<file path="src/rtl/mem_access_unit.sv">
// MEM-stage load/store unit: turns the EX/MEM register contents into one
// request/grant/response data-memory transaction, stalls the pipeline while
// that transaction is outstanding, and returns an aligned, extended load value
// (or a fault flag) in a single DONE cycle.
module mem_access_unit #(
   parameter int unsigned TIMEOUT_CYCLES = 64
) (
   input  logic        clk,
   input  logic        rst_n,
   input  logic [31:0] alu_out_i,
   input  logic [31:0] reg_rd_data2_i,
   input  logic        mem_read_i,
   input  logic        mem_write_i,
   input  logic [2:0]  funct3_i,
   output logic        dmem_req_o,
   output logic        dmem_we_o,
   output logic [31:0] dmem_addr_o,
   output logic [31:0] dmem_wdata_o,
   output logic [3:0]  dmem_be_o,
   input  logic        dmem_gnt_i,
   input  logic        dmem_rvalid_i,
   input  logic [31:0] dmem_rdata_i,
   output logic        stall_o,
   output logic [31:0] load_data_o,
   output logic        access_fault_o
);

   // Counter only needs to reach TIMEOUT_CYCLES-1; keep at least one bit.
   localparam int unsigned CNT_W     = (TIMEOUT_CYCLES < 2) ? 1 : $clog2(TIMEOUT_CYCLES + 1);
   localparam int unsigned TO_LAST_I = (TIMEOUT_CYCLES == 0) ? 0 : TIMEOUT_CYCLES - 1;
   localparam logic [CNT_W-1:0] TO_LAST = TO_LAST_I[CNT_W-1:0];

   typedef enum logic [1:0] {
      S_IDLE = 2'd0,
      S_REQ  = 2'd1,
      S_WAIT = 2'd2,
      S_DONE = 2'd3
   } state_t;

   state_t             state_q, state_d;
   logic               req_q, req_d;
   logic               we_q, we_d;
   logic [31:0]        addr_q, addr_d;
   logic [31:0]        wdata_q, wdata_d;
   logic [3:0]         be_q, be_d;
   logic [1:0]         off_q, off_d;
   logic [2:0]         f3_q, f3_d;
   logic [31:0]        load_data_q, load_data_d;
   logic               fault_q, fault_d;
   logic [CNT_W-1:0]   cnt_q, cnt_d;

   logic               access;
   logic               bad_access;
   logic               timeout_hit;

   // Byte enables for an access of size sz (00 byte, 01 half, 1x word) at byte offset off.
   function automatic logic [3:0] lane_be(input logic [1:0] off, input logic [1:0] sz);
      logic [3:0] be;
      case (sz)
         2'b00:   be = 4'b0001 << off;
         2'b01:   be = off[1] ? 4'b1100 : 4'b0011;
         default: be = 4'b1111;
      endcase
      return be;
   endfunction

   // Store data replicated across every lane so the byte enables alone select the target.
   function automatic logic [31:0] lane_wdata(input logic [31:0] d, input logic [1:0] sz);
      logic [31:0] w;
      case (sz)
         2'b00:   w = {4{d[7:0]}};
         2'b01:   w = {2{d[15:0]}};
         default: w = d;
      endcase
      return w;
   endfunction

   // Pull the addressed lane down to bit 0 and sign- or zero-extend it by funct3.
   function automatic logic [31:0] extract_load(input logic [31:0] word, input logic [1:0] off,
                                                input logic [2:0] f3);
      logic [31:0]        lane;
      logic signed [7:0]  b_s;
      logic signed [15:0] h_s;
      logic signed [31:0] ext_s;
      lane  = word >> {off, 3'b000};
      b_s   = lane[7:0];
      h_s   = lane[15:0];
      ext_s = 32'sd0;
      case (f3)
         3'b000:  ext_s = b_s;
         3'b001:  ext_s = h_s;
         3'b100:  ext_s = {24'd0, lane[7:0]};
         3'b101:  ext_s = {16'd0, lane[15:0]};
         default: ext_s = lane;
      endcase
      return ext_s;
   endfunction

   assign access = mem_read_i | mem_write_i;

   // Any reason the access must be rejected without touching the bus.
   always_comb begin
      bad_access = 1'b0;
      if (mem_read_i && mem_write_i)                              bad_access = 1'b1;
      if (funct3_i == 3'b011 || funct3_i[2:1] == 2'b11)           bad_access = 1'b1;
      if (mem_write_i && funct3_i[2])                             bad_access = 1'b1;
      if (funct3_i[1:0] == 2'b01 && alu_out_i[0])                 bad_access = 1'b1;
      if (funct3_i[1:0] == 2'b10 && alu_out_i[1:0] != 2'b00)      bad_access = 1'b1;
   end

   assign timeout_hit = (TIMEOUT_CYCLES != 0) && (cnt_q == TO_LAST);

   // Next-state, bus capture, result and stall logic.
   always_comb begin
      state_d     = state_q;
      req_d       = req_q;
      we_d        = we_q;
      addr_d      = addr_q;
      wdata_d     = wdata_q;
      be_d        = be_q;
      off_d       = off_q;
      f3_d        = f3_q;
      cnt_d       = cnt_q;
      load_data_d = 32'd0;
      fault_d     = 1'b0;
      stall_o     = 1'b0;
      case (state_q)
         S_IDLE: begin
            if (access) begin
               stall_o = 1'b1;
               if (bad_access) begin
                  fault_d = 1'b1;
                  state_d = S_DONE;
               end else begin
                  req_d   = 1'b1;
                  we_d    = mem_write_i;
                  addr_d  = {alu_out_i[31:2], 2'b00};
                  be_d    = lane_be(alu_out_i[1:0], funct3_i[1:0]);
                  wdata_d = mem_write_i ? lane_wdata(reg_rd_data2_i, funct3_i[1:0]) : 32'd0;
                  off_d   = alu_out_i[1:0];
                  f3_d    = funct3_i;
                  cnt_d   = '0;
                  state_d = S_REQ;
               end
            end
         end
         S_REQ: begin
            stall_o = 1'b1;
            if (dmem_gnt_i) begin
               req_d   = 1'b0;
               cnt_d   = '0;
               state_d = we_q ? S_DONE : S_WAIT;
            end else if (timeout_hit) begin
               req_d   = 1'b0;
               fault_d = 1'b1;
               state_d = S_DONE;
            end else begin
               cnt_d = cnt_q + CNT_W'(1);
            end
         end
         S_WAIT: begin
            stall_o = 1'b1;
            if (dmem_rvalid_i) begin
               load_data_d = extract_load(dmem_rdata_i, off_q, f3_q);
               state_d     = S_DONE;
            end else if (timeout_hit) begin
               fault_d = 1'b1;
               state_d = S_DONE;
            end else begin
               cnt_d = cnt_q + CNT_W'(1);
            end
         end
         default: begin
            state_d = S_IDLE;
         end
      endcase
   end

   // State and datapath registers; reset returns everything to an idle, quiet bus.
   always_ff @(posedge clk or negedge rst_n) begin
      if (!rst_n) begin
         state_q     <= S_IDLE;
         req_q       <= 1'b0;
         we_q        <= 1'b0;
         addr_q      <= 32'd0;
         wdata_q     <= 32'd0;
         be_q        <= 4'd0;
         off_q       <= 2'd0;
         f3_q        <= 3'd0;
         cnt_q       <= '0;
         load_data_q <= 32'd0;
         fault_q     <= 1'b0;
      end else begin
         state_q     <= state_d;
         req_q       <= req_d;
         we_q        <= we_d;
         addr_q      <= addr_d;
         wdata_q     <= wdata_d;
         be_q        <= be_d;
         off_q       <= off_d;
         f3_q        <= f3_d;
         cnt_q       <= cnt_d;
         load_data_q <= load_data_d;
         fault_q     <= fault_d;
      end
   end

   assign dmem_req_o     = req_q;
   assign dmem_we_o      = we_q;
   assign dmem_addr_o    = addr_q;
   assign dmem_wdata_o   = wdata_q;
   assign dmem_be_o      = be_q;
   assign load_data_o    = load_data_q;
   assign access_fault_o = fault_q;

endmodule
</file>
<file path="config.mk">
export PLATFORM = sky130hd
export DESIGN_NAME = mem_access_unit
export DESIGN_NICKNAME = d
export VERILOG_FILES = /design/src/rtl/mem_access_unit.sv
export SDC_FILE = /design/constraint.sdc
export NUM_CORES = 1
export LEC_CHECK = 0
export ABC_AREA = 1
export CELL_PAD_IN_SITES_DETAIL_PLACEMENT = 0
export CELL_PAD_IN_SITES_GLOBAL_PLACEMENT = 1
export CORE_MARGIN = 2
export CORE_UTILIZATION = 28
export DETAILED_ROUTE_END_ITERATION = 10
export PLACE_DENSITY_LB_ADDON = 0.1
export SLEW_MARGIN = 30
export SYNTH_ARGS = -nofsm -noshare
export SYNTH_HDL_FRONTEND = slang
export SYNTH_SLANG_ARGS = --single-unit
</file>
<file path="constraint.sdc">
create_clock -name clk -period 1.56 [get_ports clk]
set_input_delay 0.468 -clock clk [delete_from_list [all_inputs] [get_ports clk]]
set_output_delay 0.468 -clock clk [all_outputs]
set_load 0.01 [all_outputs]
</file>
==> results by stage, run 1 <==
Worst setup path:
- The maximum fanout count along the critical path is 2.
- The slowest stage of the critical path belongs to the cell dfrtp_1.
- In this run the critical register-to-register path is captured at dmem_wdata_o[7].
- The flop-to-flop setup slack is -0.33 ns.
- Traced cell by cell, the critical path runs through inv_2, ha_4, inv_4, nor2_4, nor2_2, nor2_2, buf_2.
- The critical path is of the flip-flop to output port type.
- Counting cells, the worst reg-to-reg path comes to 13.
- The required time reported for the critical path endpoint is 1.09 ns.
- The type of destination of the critical path is an output port.
- In this design, the critical path's most frequently occurring cell is nor2_2.
- The maximum single-stage delay on the critical path is 0.39 ns.
- The worst setup path is launched from a flip-flop.
- The data arrival at the endpoint of the critical path is approximately 1.5 ns.
- In this run the critical register-to-register path is launched from state_q[0].

Global route:
- The total congestion overflow after global routing is 0.
- The total track usage is 19.0%.
- The largest net degree at the start of global routing is 33.
- The via count of the first global-routing pass came to 5,844.
- The number of antenna violations at the first check in global routing is 1.
- The first global-routing pass estimated 30.2 mm of wire.

Outcome:
- The run finished, with violations left.
- The final reports fail on setup timing.

Synth:
- The flip-flop and latch count after synthesis is 115.
- The netlist uses 29 different library cells.
- After synthesis, the cell types taking the most area are dfrtp_1, nand2_1, o21ai_0.
- The cell type contributing the most total cell area after synthesis is dfrtp_1.
- Sequential cells were found to cover 52.9% of the synthesized design area.
- The mean area per synthesized cell is 7.91 um^2.
- The top cell type by area accounts for 52.9% of the synthesized area.
- Synthesis handed over a netlist of 688 instances.
- The number of synthesis warnings is 0.
- The post-synthesis instance area is 5440 um^2.

Clocking:
- TritonCTS built the clock tree.
- The register clock-pin slew on the reported worst setup and hold paths is 0.06 ns.
- The longest clock path from root to sink contains 2 buffers.
- The clock net sink count is 115.
- The root buffer cell chosen for the clock tree is clkbuf_16.
- For the worst-skew pair, the clock arrives at the later sink with an insertion delay of 0.42 ns.
- The number of clock buffers added by TritonCTS is 17.
- The clock tree synthesis step divided the H-tree into 4 levels.

Place:
- The number of input and output port buffers inserted is 206.
- The placed instance area is between 8000 and 9000 um^2.
- The final weighted congestion in routability-driven placement is 0.823.
- The HPWL after detailed placement is 13.2 mm.

Route:
- The routed length per placed instance is ~15 um.
- The detailed-route vias per instance is 4.52.
- The number of vias after detailed routing is roughly 5,600.
- The number of iterations in the first detailed-routing pass is 4.
- The count of nets left with antenna violations after detail routing is 0.
- The detailed-route DRC error count is 0.
- The wire length reported by the detailed router is 18.8 mm.
- The number of design-rule violations left by the first detailed-router iteration is 230.

STA:
- The total setup violations reported at the end of the flow is 81.
- The maximum frequency from static timing analysis is 509 MHz.
- Once routing completed, OpenROAD measured the worst setup slack at -0.404 ns.
- The final hold violation count came to 0.
- The number of max-slew violations in the final report is 0.
- On the final layout, the worst hold slack is roughly 0.017 ns.
- The portion of the clock cycle consumed by the worst path in the final layout is 126%.
- The clock period minus final worst setup slack is about 2.0 ns.
- Setup repair after global routing could not meet its margin everywhere.
- For the final database, setup skew stands at 0.00558 ns.

Pwr:
- IR analysis of the VDD net gives a maximum drop of around 850 uV.
- The switching part of the total power is between 30% and 40%.
- The leakage power is between 4 and 5 nW.
- The switching power total is 0.00589 W.
- The share of power burned in the clock network is between 20% and 30%.
- Sequential cells account for 30.2% of the total power.
- Of the total power, combinational logic draws 44.6%.
- The power density of the placed cells is about 1700 nW/um^2.
- Cell internal power was estimated by the tool at around 0.01 W.

Die:
- The die outline area is 20,600 um^2.
- For this design the top-level I/O count stands at 209.
- The floorplan step set the die height to 143 um.
- For this configuration, the core starts out at a cell density of about 29%.
- The core region is 18,900 um^2.
- Measured along the x axis, the die boundary spans 143 um.
- The floorplan has 50 rows.

Layout:
- The design area is 9540 um^2.
- The number of nets in the layout is about 1,100.
- The most common cell after layout, fill and taps aside is nand2_1.
- The fraction of layout instances using a drive strength above 1 is between 20% and 30%.
- The area growth from synthesis to layout is 75.2%.
- In the layout the commonest cells are nand2_1, dfrtp_1, clkdlybuf4s50_1, buf_4, clkdlybuf4s15_1.
- Fill cells in the final layout number 1,829.

Run:
- The number of max-cap violations is 0.

Hold path:
- The min-delay analysis places its worst path in the category input port to asynchronous set/reset pin.
-- cell type report --
cell class	instances	area (um^2)	area share, %
Timing Repair Buffer	300	2980	31.2
Sequential cell	115	2880	30.2
Multi-Input combinational cell	492	2540	26.7
Clock buffer	17	425	4.46
Tap cell	260	325	3.41
Inverter	47	191	2.01
Clock inverter	15	183	1.92
Timing Repair inverter	1	7.51	0.0787
Antenna cell	1	2.50	0.0262
-- critical path: cells and delay by family, from the launching register on --
kind / cells / cell delay [ns]
DFF: 1 / 0.39
buffers and inverters: 3 / 0.28
and+or+nand+nor: 3 / 0.26
adders and majority gates: 1 / 0.15
-- metal layers --
layer  GRT usage (%)  vias up  routed length (um)
li1                -     2784                   -
met1            24.3     2671                8160
met2            30.5      166                9060
met3            6.20       19                1310
met4            6.04        0                 228
met5               0        -                   0
-- synthesized netlist by cell type (all sizes together) --
cell type  instances
inv               47
conb               1
ha                 6
nand4              3
nand3b             3
o21ai             63
clkbuf            11
o21bai             2
dfrtp            115
a31oi              7
o21a               2
nand2            264
buf               26
o211ai             3
nor3               1
o22ai              9
a21oi             24
nand3             49
nor2              51
a21boi             1
-- per-stage QoR --
step / setup TNS (ns) / cells / worst slack [ns] / utilization, % / total power [W]
5_1_grt: -26.40 / 1248 / -0.472 / 50.5 / 0.0171
3_3_place_gp: -52.58 / 1187 / -0.918 / 43.6 / 0.0117
3_5_place_dp: -57.38 / 1187 / -0.911 / 43.6 / 0.0117
6_report: -17.76 / 1248 / -0.404 / 50.5 / 0.0159
2_1_floorplan: 0 / 689 / 0.0119 / - / 0.00789
4_1_cts: -15.59 / 1245 / -0.466 / 50.2 / 0.0160
-- how the worst max path moves through the flow --
stage | from | to | slack (ns) | depth (start not counted)
final | state_q[0] | stall_o | -0.40 | 7
after global routing | state_q[0] | stall_o | -0.47 | 7
after CTS | state_q[1] | stall_o | -0.47 | 7
after detailed placement | mem_read_i | stall_o | -0.91 | 6
after global placement | mem_read_i | stall_o | -0.92 | 6
after floorplan | state_q[1] | dmem_be_o[0] | 0.01 | 10
-- logic make-up (layout without fill, tap and decap cells) --
family          after synthesis  after routing  synth area share (%)
flops                       115            115                  52.9
simple gates                371            373                  27.9
compound gates              111            111                  10.9
fa+ha+maj                     6              6                  1.38
buf+inv                      84            380                  6.89
other cells                   1              3                0.0689
-- power by group through the flow --
stage               sequential [W]  clock (W)  combinational [W]
finish                     0.00479    0.00400            0.00709
global route               0.00493    0.00425            0.00787
CTS                        0.00478    0.00410            0.00708
detailed placement         0.00476          0            0.00698
global placement           0.00475          0            0.00691
floorplan                  0.00514          0            0.00275
-- state kept, by name, summed over array words and instances, names as in the netlist --
name	flops
dmem_we_o	1
cnt_q	7
state_q	2
load_data_o	32
access_fault_o	1
dmem_be_o	4
dmem_addr_o	30
f3_q	3
dmem_wdata_o	32
dmem_req_o	1
off_q	2
-- repair_timing --
action | 4_1_cts | 5_1_grt
setup endpoints to repair | 187 | 142
hold buffers | 0 | 0
buffers inserted | 14 | 6
gates cloned | 12 | 1
gates resized for setup | 285 | 101
pin swaps | 7 | 13
No activity file was read; power rests on OpenSTA's default activity.
==> run 2, diff against run 1 <==
Settings changed: HOLD_SLACK_MARGIN set to 0.08, SETUP_SLACK_MARGIN set to 0.05.
==> results by stage, run 2 (same netlist as run 1, synthesis figures left out) <==
Worst setup path:
- The data arrival at the endpoint of the critical path was 1.47 ns (was 1.50 ns).
- The slowest library cell on the worst path was dfrtp_1 (unchanged).
- The type of the worst setup path was flip-flop to output port (unchanged).
- The maximum single-stage delay on the critical path came to 0.39 ns (about the same).
- The maximum fanout count along the critical path was 2 (unchanged).
- The end point of the critical path is stall_o (unchanged).
- The critical register-to-register path endpoint is dmem_wdata_o[30] (was dmem_wdata_o[7]).
- The first element of the critical path was state_q[1] (was state_q[0]).
- The kind of start point of the critical path was a flip-flop (unchanged).
- The type of destination of the critical path is an output port (unchanged).
- The depth of the most critical reg-to-reg path came to 12 (was 13).
- The required time reported for the critical path endpoint is 1.09 ns (about the same).
- The worst reg2reg path startpoint is state_q[1] (was state_q[0]).
- Cells traversed along the worst timing path: inv_2, ha_4, inv_4, nor2_4, nor2_2, nor2_2, buf_2 (unchanged).
- The flop-to-flop setup slack is -0.35 ns (was -0.33 ns).
- The dominant cell type by count on the critical path is nor2_2 (unchanged).

Die:
- The effective utilization at floorplan is 28.8% (unchanged).
- The die span in x was 143 um (unchanged).
- The die outline area is 20,600 um^2 (unchanged).
- The number of standard-cell rows in the floorplan is 50 (unchanged).
- The core area is 18,900 um^2 (unchanged).
- The die extent in y was 143 um (unchanged).
- The number of top-level pins is 209 (unchanged).

Layout:
- The layout overhead on the synthesized area came to 68.6% (was 75.2%).
- The number of nets in the layout came to 1,077 (was 1,085).
- The most common cell after layout, fill and taps aside is nand2_1 (unchanged).
- The final cell count without fillers is 1,239 (was 1,248).
- Most frequent cells in the layout: nand2_1, dfrtp_1, clkdlybuf4s50_1, buf_2, buf_4 (was nand2_1, dfrtp_1, clkdlybuf4s50_1, buf_4, clkdlybuf4s15_1).
- The fraction of layout instances using a drive strength above 1 is 30.5% (was 25.3%).

Route:
- The number of design-rule violations left by the first detailed-router iteration is 233 (was 230).
- The number of vias after detailed routing is 5,667 (was 5,640).
- The count of nets left with antenna violations after detail routing came to 0 (unchanged).
- The number of iterations in the first detailed-routing pass is 4 (unchanged).
- The routed length per placed instance is 15.2 um (was 15.0 um).
- The detailed-route DRC error count is 0 (unchanged).
- The wire length reported by the detailed router is 18.8 mm (about the same).
- The detailed-route vias per instance is 4.57 (was 4.52).

Outcome:
- Outcome: complete, but fails checks (unchanged).
- Violations in the final reports: setup timing (unchanged).

Pwr:
- The power density of the placed cells is 1700 nW/um^2 (was 1670 nW/um^2).
- The worst voltage drop across the vdd grid is 850 uV (was 852 uV).
- The fraction of power consumed by combinational cells came to 44.7% (was 44.6%).
- The register share of total power is 30.1% (was 30.2%).
- The share of power burned in the clock network is 25.2% (about the same).
- The leakage power was 4.67 nW (was 4.76 nW).
- The internal cell power is 0.00980 W (was 0.0100 W).
- The switching part of the total power came to 37.2% (was 37.1%).
- The switching power total was 0.00581 W (was 0.00589 W).

Place:
- The number of input and output port buffers inserted is 206 (unchanged).
- The final weighted congestion in routability-driven placement was 0.830 (was 0.823).
- The instance count after placement with tap cells included came to 1,186 (was 1,187).
- The minimum setup slack after placement is -0.910 ns (was -0.911 ns).
- The total half-perimeter wirelength after legalization and detailed placement is 13.4 mm (was 13.2 mm).

Global route:
- The total congestion overflow after global routing is 0 (unchanged).
- The via count of the first global-routing pass was 5,704 (was 5,844).
- The global-route wire length before repair came to 28.9 mm (was 30.2 mm).
- The total track usage was 18.0% (was 19.0%).
- The largest net degree at the start of global routing was 36 (was 33).
- The number of antenna violations at the first check in global routing is 2 (was 1).

Run:
- The number of max-cap violations is 0 (unchanged).

STA:
- The portion of the clock cycle consumed by the worst path in the final layout is 124% (was 126%).
- The final setup skew is 0.00520 ns (was 0.00558 ns).
- The number of max-slew violations in the final report is 0 (unchanged).
- The clock period minus final worst setup slack is 1.94 ns (was 1.96 ns).
- The post-route worst setup slack is -0.375 ns (was -0.404 ns).
- For the pin with the worst max-slew slack, the measured transition is slightly above 0.7 ns.
- The final hold slack is 0.397 ns (was 0.0170 ns).
- The final hold violation count was 0 (unchanged).
- Setup repair after global routing missed its margin: yes (unchanged).
- The relative slew slack is 52.9%.
- The maximum frequency from static timing analysis was 517 MHz (was 509 MHz).
- The total setup violations reported at the end of the flow is 80 (was 81).

Clocking:
- The clock tree from TritonCTS is done (unchanged).
- The clock root buffer was clkbuf_16 (unchanged).
- The register clock-pin slew on the reported worst setup and hold paths is 0.05 ns (was 0.06 ns).
- The clock net sink count was 115 (unchanged).
- The number of buffers between clock root and the deepest sink is 2 (unchanged).
- The total clock buffers created by CTS was 17 (unchanged).
- The clock latency on the worst-skew pair is 0.41 ns (was 0.42 ns).
- The CTS H-tree depth is 4 (unchanged).

Hold path:
- The class of the worst hold path is input port to flip-flop (was input port to asynchronous set/reset pin).
==> run 2: cell count changes in the layout (fill, tap and decap cells not counted), moves of 4 or more <==
cell / delta
buf_16: -6
buf_2: +67
buf_6: -4
clkbuf_2: -17
clkdlybuf4s15_1: -36
dlygate4sd2_1: -16
nand2_1: +14
nand2_2: -14
nand3_4: +4
o21ai_0: -4
o21ai_1: -14
o21ai_2: +18
==> run 2: metal layers <==
metal / share of wire, % / GRT usage (%)
met1: 43 / 22.4
met5: 0.069 / 0
met4: 1.6 / 6.04
met3: 6.7 / 5.60
met2: 49 / 29.6
==> run 2: area by class of cell <==
type	count	area (um^2)
timing repair buffer	293	2580
tap	260	325
sequential	115	2880
inverter	47	184
multi-input combinational	492	2620
clock inverter	10	133
antenna	1	2.50
clock buffer	21	460
fill	1879	9720
==> run 2: critical path: cells and delay by family (launching register included) <==
kind                     cells  cell delay (ns)
adder cells (fa/ha/maj)      1             0.15
buffers and inverters        3             0.28
flip-flops                   1             0.39
AND/OR/NAND/NOR              3             0.23
==> run 2: power by group through the flow <==
stage / registers, W / clock network (W) / logic (W)
5_1_grt: 0.00486 / 0.00417 / 0.00772
4_1_cts: 0.00472 / 0.00404 / 0.00660
3_3_place_gp: 0.00475 / 0 / 0.00700
3_5_place_dp: 0.00476 / 0 / 0.00707
6_report: 0.00470 / 0.00393 / 0.00697
2_1_floorplan: 0.00515 / 0 / 0.00276
==> run 2: worst min-delay path by stage <==
stage	startpoint	to	slack (ns)	depth (start not counted)
after global routing	funct3_i[0]	f3_q[0]	0.41	3
after detailed placement	rst_n	load_data_o[14]	0.41	1
after floorplan	rst_n	access_fault_o	0.17	0
after CTS	dmem_addr_o[13]	dmem_addr_o[13]	0.48	2
after global placement	rst_n	load_data_o[14]	0.40	1
final	funct3_i[0]	f3_q[0]	0.40	3
==> run 2: through the flow <==
| step | TNS [ns] | power, W | util [%] | area (um^2) |
|---|---|---|---|---|
| finish | -22.86 | 0.0156 | 48.6 | 9180 |
| global route | -30.61 | 0.0167 | 48.6 | 9170 |
| CTS | -10.92 | 0.0154 | 46.8 | 8850 |
| detailed placement | -53.87 | 0.0118 | 43.7 | 8260 |
| global placement | -52.33 | 0.0117 | 43.7 | 8260 |
| floorplan | 0 | 0.00791 | - | 5470 |
==> run 2: what timing repair did <==
| item | in CTS | in global routing |
|---|---|---|
| buffers inserted | 8 | 7 |
| endpoints found under the hold margin | 20 | 0 |
| endpoints found under the setup margin | 190 | 130 |
| pin swaps | 5 | 13 |
| hold buffers | 1 | 0 |
| resized for setup | 394 | 124 |
| gates cloned | 2 | 5 |
==> run 3, diff against run 2 <==
Settings changed: CORE_UTILIZATION 28 to 29, CTS_BUF_LIST set to sky130_fd_sc_hd__clkbuf_4 sky130_fd_sc_hd__clkbuf_8.
==> results by stage, run 3 (same netlist as run 1, synthesis figures left out) <==
Layout:
- The final core utilization is 48.9% (was 48.6%).
- The layout overhead on the synthesized area is 66.9% (was 68.6%).
- The area occupied by multi-input gates came to 2670 um^2 (was 2620 um^2).
- The area taken by flip-flops and latches is 2880 um^2 (about the same).
- Most frequent cells in the layout: nand2_1, dfrtp_1, buf_2, clkdlybuf4s50_1, buf_4 (was nand2_1, dfrtp_1, clkdlybuf4s50_1, buf_2, buf_4).
- The number of fillers in the final layout was 1,783 (was 1,879).
- The antenna diode instance count came to 0 (was 1).
- The most common cell after layout, fill and taps aside is nand2_1 (unchanged).
- The number of nets in the layout is 1,089 (was 1,077).
- The fraction of layout instances using a drive strength above 1 is 33.9% (was 30.5%).

Worst setup path:
- The required time reported for the critical path endpoint is 1.09 ns (about the same).
- The dominant cell type by count on the critical path was nor2_1 (was nor2_2).
- The maximum fanout count along the critical path is 2 (unchanged).
- The flop-to-flop setup slack came to -0.30 ns (was -0.35 ns).
- The largest delay contributor family on the critical path is flip-flops (unchanged).
- The worst reg2reg path startpoint is state_q[0] (was state_q[1]).
- The buffering stage count on the worst path with inverters included is 3 (unchanged).
- The maximum single-stage delay on the critical path is 0.40 ns (was 0.39 ns).
- The type of destination of the critical path is an output port (unchanged).
- The critical register-to-register path endpoint is dmem_wdata_o[5] (was dmem_wdata_o[30]).
- The slowest library cell on the worst path is dfrtp_1 (unchanged).
- Cells traversed along the worst timing path: inv_2, ha_4, inv_4, nor2_4, nor2_1, nor2_1, buf_2 (was inv_2, ha_4, inv_4, nor2_4, nor2_2, nor2_2, buf_2).
- The kind of start point of the critical path is a flip-flop (unchanged).
- The type of the worst setup path is flip-flop to output port (unchanged).
- The depth of the most critical reg-to-reg path is 13 (was 12).
- The data arrival at the endpoint of the critical path is 1.47 ns (about the same).

Clocking:
- The total clock buffers created by CTS was 17 (unchanged).
- The clock tree from TritonCTS is done (unchanged).
- The clock net sink count is 115 (unchanged).
- The clock latency on the worst-skew pair is 0.44 ns (was 0.41 ns).
- The number of buffers between clock root and the deepest sink is 2 (unchanged).
- The CTS H-tree depth was 4 (unchanged).
- The clock root buffer was clkbuf_8 (was clkbuf_16).
- The register clock-pin slew on the reported worst setup and hold paths was 0.07 ns (was 0.05 ns).

Place:
- The total half-perimeter wirelength after legalization and detailed placement was 13.5 mm (was 13.4 mm).
- The final weighted congestion in routability-driven placement is 0.834 (was 0.830).
- The number of input and output port buffers inserted is 206 (unchanged).

Pwr:
- The switching power total is 0.00579 W (was 0.00581 W).
- The register share of total power came to 32.0% (was 30.1%).
- The power density of the placed cells is 1630 nW/um^2 (was 1700 nW/um^2).
- The leakage power is 4.71 nW (was 4.67 nW).
- The worst voltage drop across the vdd grid came to 748 uV (was 850 uV).
- The fraction of power consumed by combinational cells is 48.2% (was 44.7%).
- The share of power burned in the clock network came to 19.8% (was 25.2%).
- The internal cell power was 0.00899 W (was 0.00980 W).
- The switching part of the total power came to 39.2% (was 37.2%).

STA:
- Setup repair after global routing missed its margin: yes (unchanged).
- The portion of the clock cycle consumed by the worst path in the final layout came to 124% (about the same).
- The number of max-slew violations in the final report is 0 (unchanged).
- The final hold violation count is 0 (unchanged).
- The maximum frequency from static timing analysis came to 517 MHz (about the same).
- The total setup violations reported at the end of the flow is 81 (was 80).
- The final setup skew was 0.0118 ns (was 0.00520 ns).
- The post-route worst setup slack is -0.375 ns (about the same).
- The final hold slack is 0.458 ns (was 0.397 ns).
- The clock period minus final worst setup slack is 1.94 ns (about the same).

Route:
- The wire length reported by the detailed router is 19.0 mm (was 18.8 mm).
- The detailed-route DRC error count is 0 (unchanged).
- The detailed-route vias per instance is 4.65 (was 4.57).
- The number of design-rule violations left by the first detailed-router iteration is 303 (was 233).
- The number of iterations in the first detailed-routing pass came to 4 (unchanged).
- The number of vias after detailed routing was 5,691 (was 5,667).
- The count of nets left with antenna violations after detail routing is 0 (unchanged).
- The routed length per placed instance is 15.5 um (was 15.2 um).

Die:
- The effective utilization at floorplan is 29.3% (was 28.8%).
- The number of standard-cell rows in the floorplan was 50 (unchanged).
- The number of top-level pins is 209 (unchanged).
- The die extent in y was 141 um (was 143 um).
- The core area is 18,600 um^2 (was 18,900 um^2).
- The die outline area is 19,900 um^2 (was 20,600 um^2).
- The die span in x was 141 um (was 143 um).

Outcome:
- Outcome: complete, but fails checks (unchanged).
- Violations in the final reports: setup timing (unchanged).

Global route:
- The largest net degree at the start of global routing is 39 (was 36).
- The total track usage came to 18.6% (was 18.0%).
- The global-route wire length before repair is 29.1 mm (was 28.9 mm).
- The via count of the first global-routing pass is 5,753 (was 5,704).
- The total congestion overflow after global routing was 0 (unchanged).
- The number of antenna violations at the first check in global routing is 0 (was 2).

Run:
- The number of max-cap violations is 0 (unchanged).

Hold path:
- The class of the worst hold path is input port to asynchronous set/reset pin (was input port to flip-flop).
run 3: cell types whose count changed in the layout (fill, tap and decap cells not counted), sizes merged, moves of 2 or more:
cell | before | now
clkdlybuf4s50 | 97 | 99
buf | 152 | 195
clkbuf | 35 | 26
clkdlybuf4s15 | 23 | 0
run 3: cell type report:
type                            instances  area share, %
Sequential cell                       115           31.7
Multi-Input combinational cell        493           29.4
Timing Repair Buffer                  304           29.1
Tap cell                              234           3.22
Clock buffer                           21           3.04
Inverter                               47           2.11
Clock inverter                         10           1.46
run 3: worst max-delay path by stage:
stage	end	slack, ns	depth (start not counted)	startpoint
after floorplan	dmem_be_o[0]	0.04	10	state_q[0]
after global placement	stall_o	-0.82	6	mem_read_i
after detailed placement	stall_o	-0.84	6	mem_read_i
after CTS	stall_o	-0.40	7	state_q[0]
after global routing	stall_o	-0.45	7	state_q[0]
final	stall_o	-0.38	7	state_q[0]
run 3: per-layer routing:
layer | up-vias | share of wire (%) | GRT usage (%)
met4 | 0 | 1.4 | 6.21
met5 | - | 0 | 0
met1 | 2700 | 44 | 23.1
met2 | 181 | 48 | 30.7
li1 | 2787 | - | -
met3 | 23 | 7.0 | 5.81
run 3: per-stage QoR:
stage          power, W  setup WS, ns  cells  area (um^2)  setup TNS, ns
4_1_cts          0.0143        -0.401   1207         8590         -14.18
6_report         0.0148        -0.375   1224         9090         -15.13
5_1_grt          0.0159        -0.447   1224         9090         -22.70
2_1_floorplan   0.00791        0.0374    689         5470              0
3_3_place_gp     0.0118        -0.821   1162         8270         -50.66
3_5_place_dp     0.0118        -0.836   1162         8270         -53.57
run 3: repair_timing:
| action | in CTS | in global routing |
|---|---|---|
| setup endpoints to repair | 200 | 114 |
| hold buffers | 1 | 0 |
| gates cloned | 4 | 9 |
| pin swaps | 9 | 19 |
| endpoints found under the hold margin | 13 | 0 |
| gates resized for setup | 490 | 96 |
| buffers inserted | 11 | 12 |
run 3: power by group through the flow:
stage	combinational, W	sequential, W	clock [W]
final	0.00713	0.00473	0.00293
after detailed placement	0.00709	0.00476	0
after CTS	0.00655	0.00471	0.00301
after floorplan	0.00276	0.00515	0
after global routing	0.00786	0.00486	0.00316
after global placement	0.00701	0.00475	0
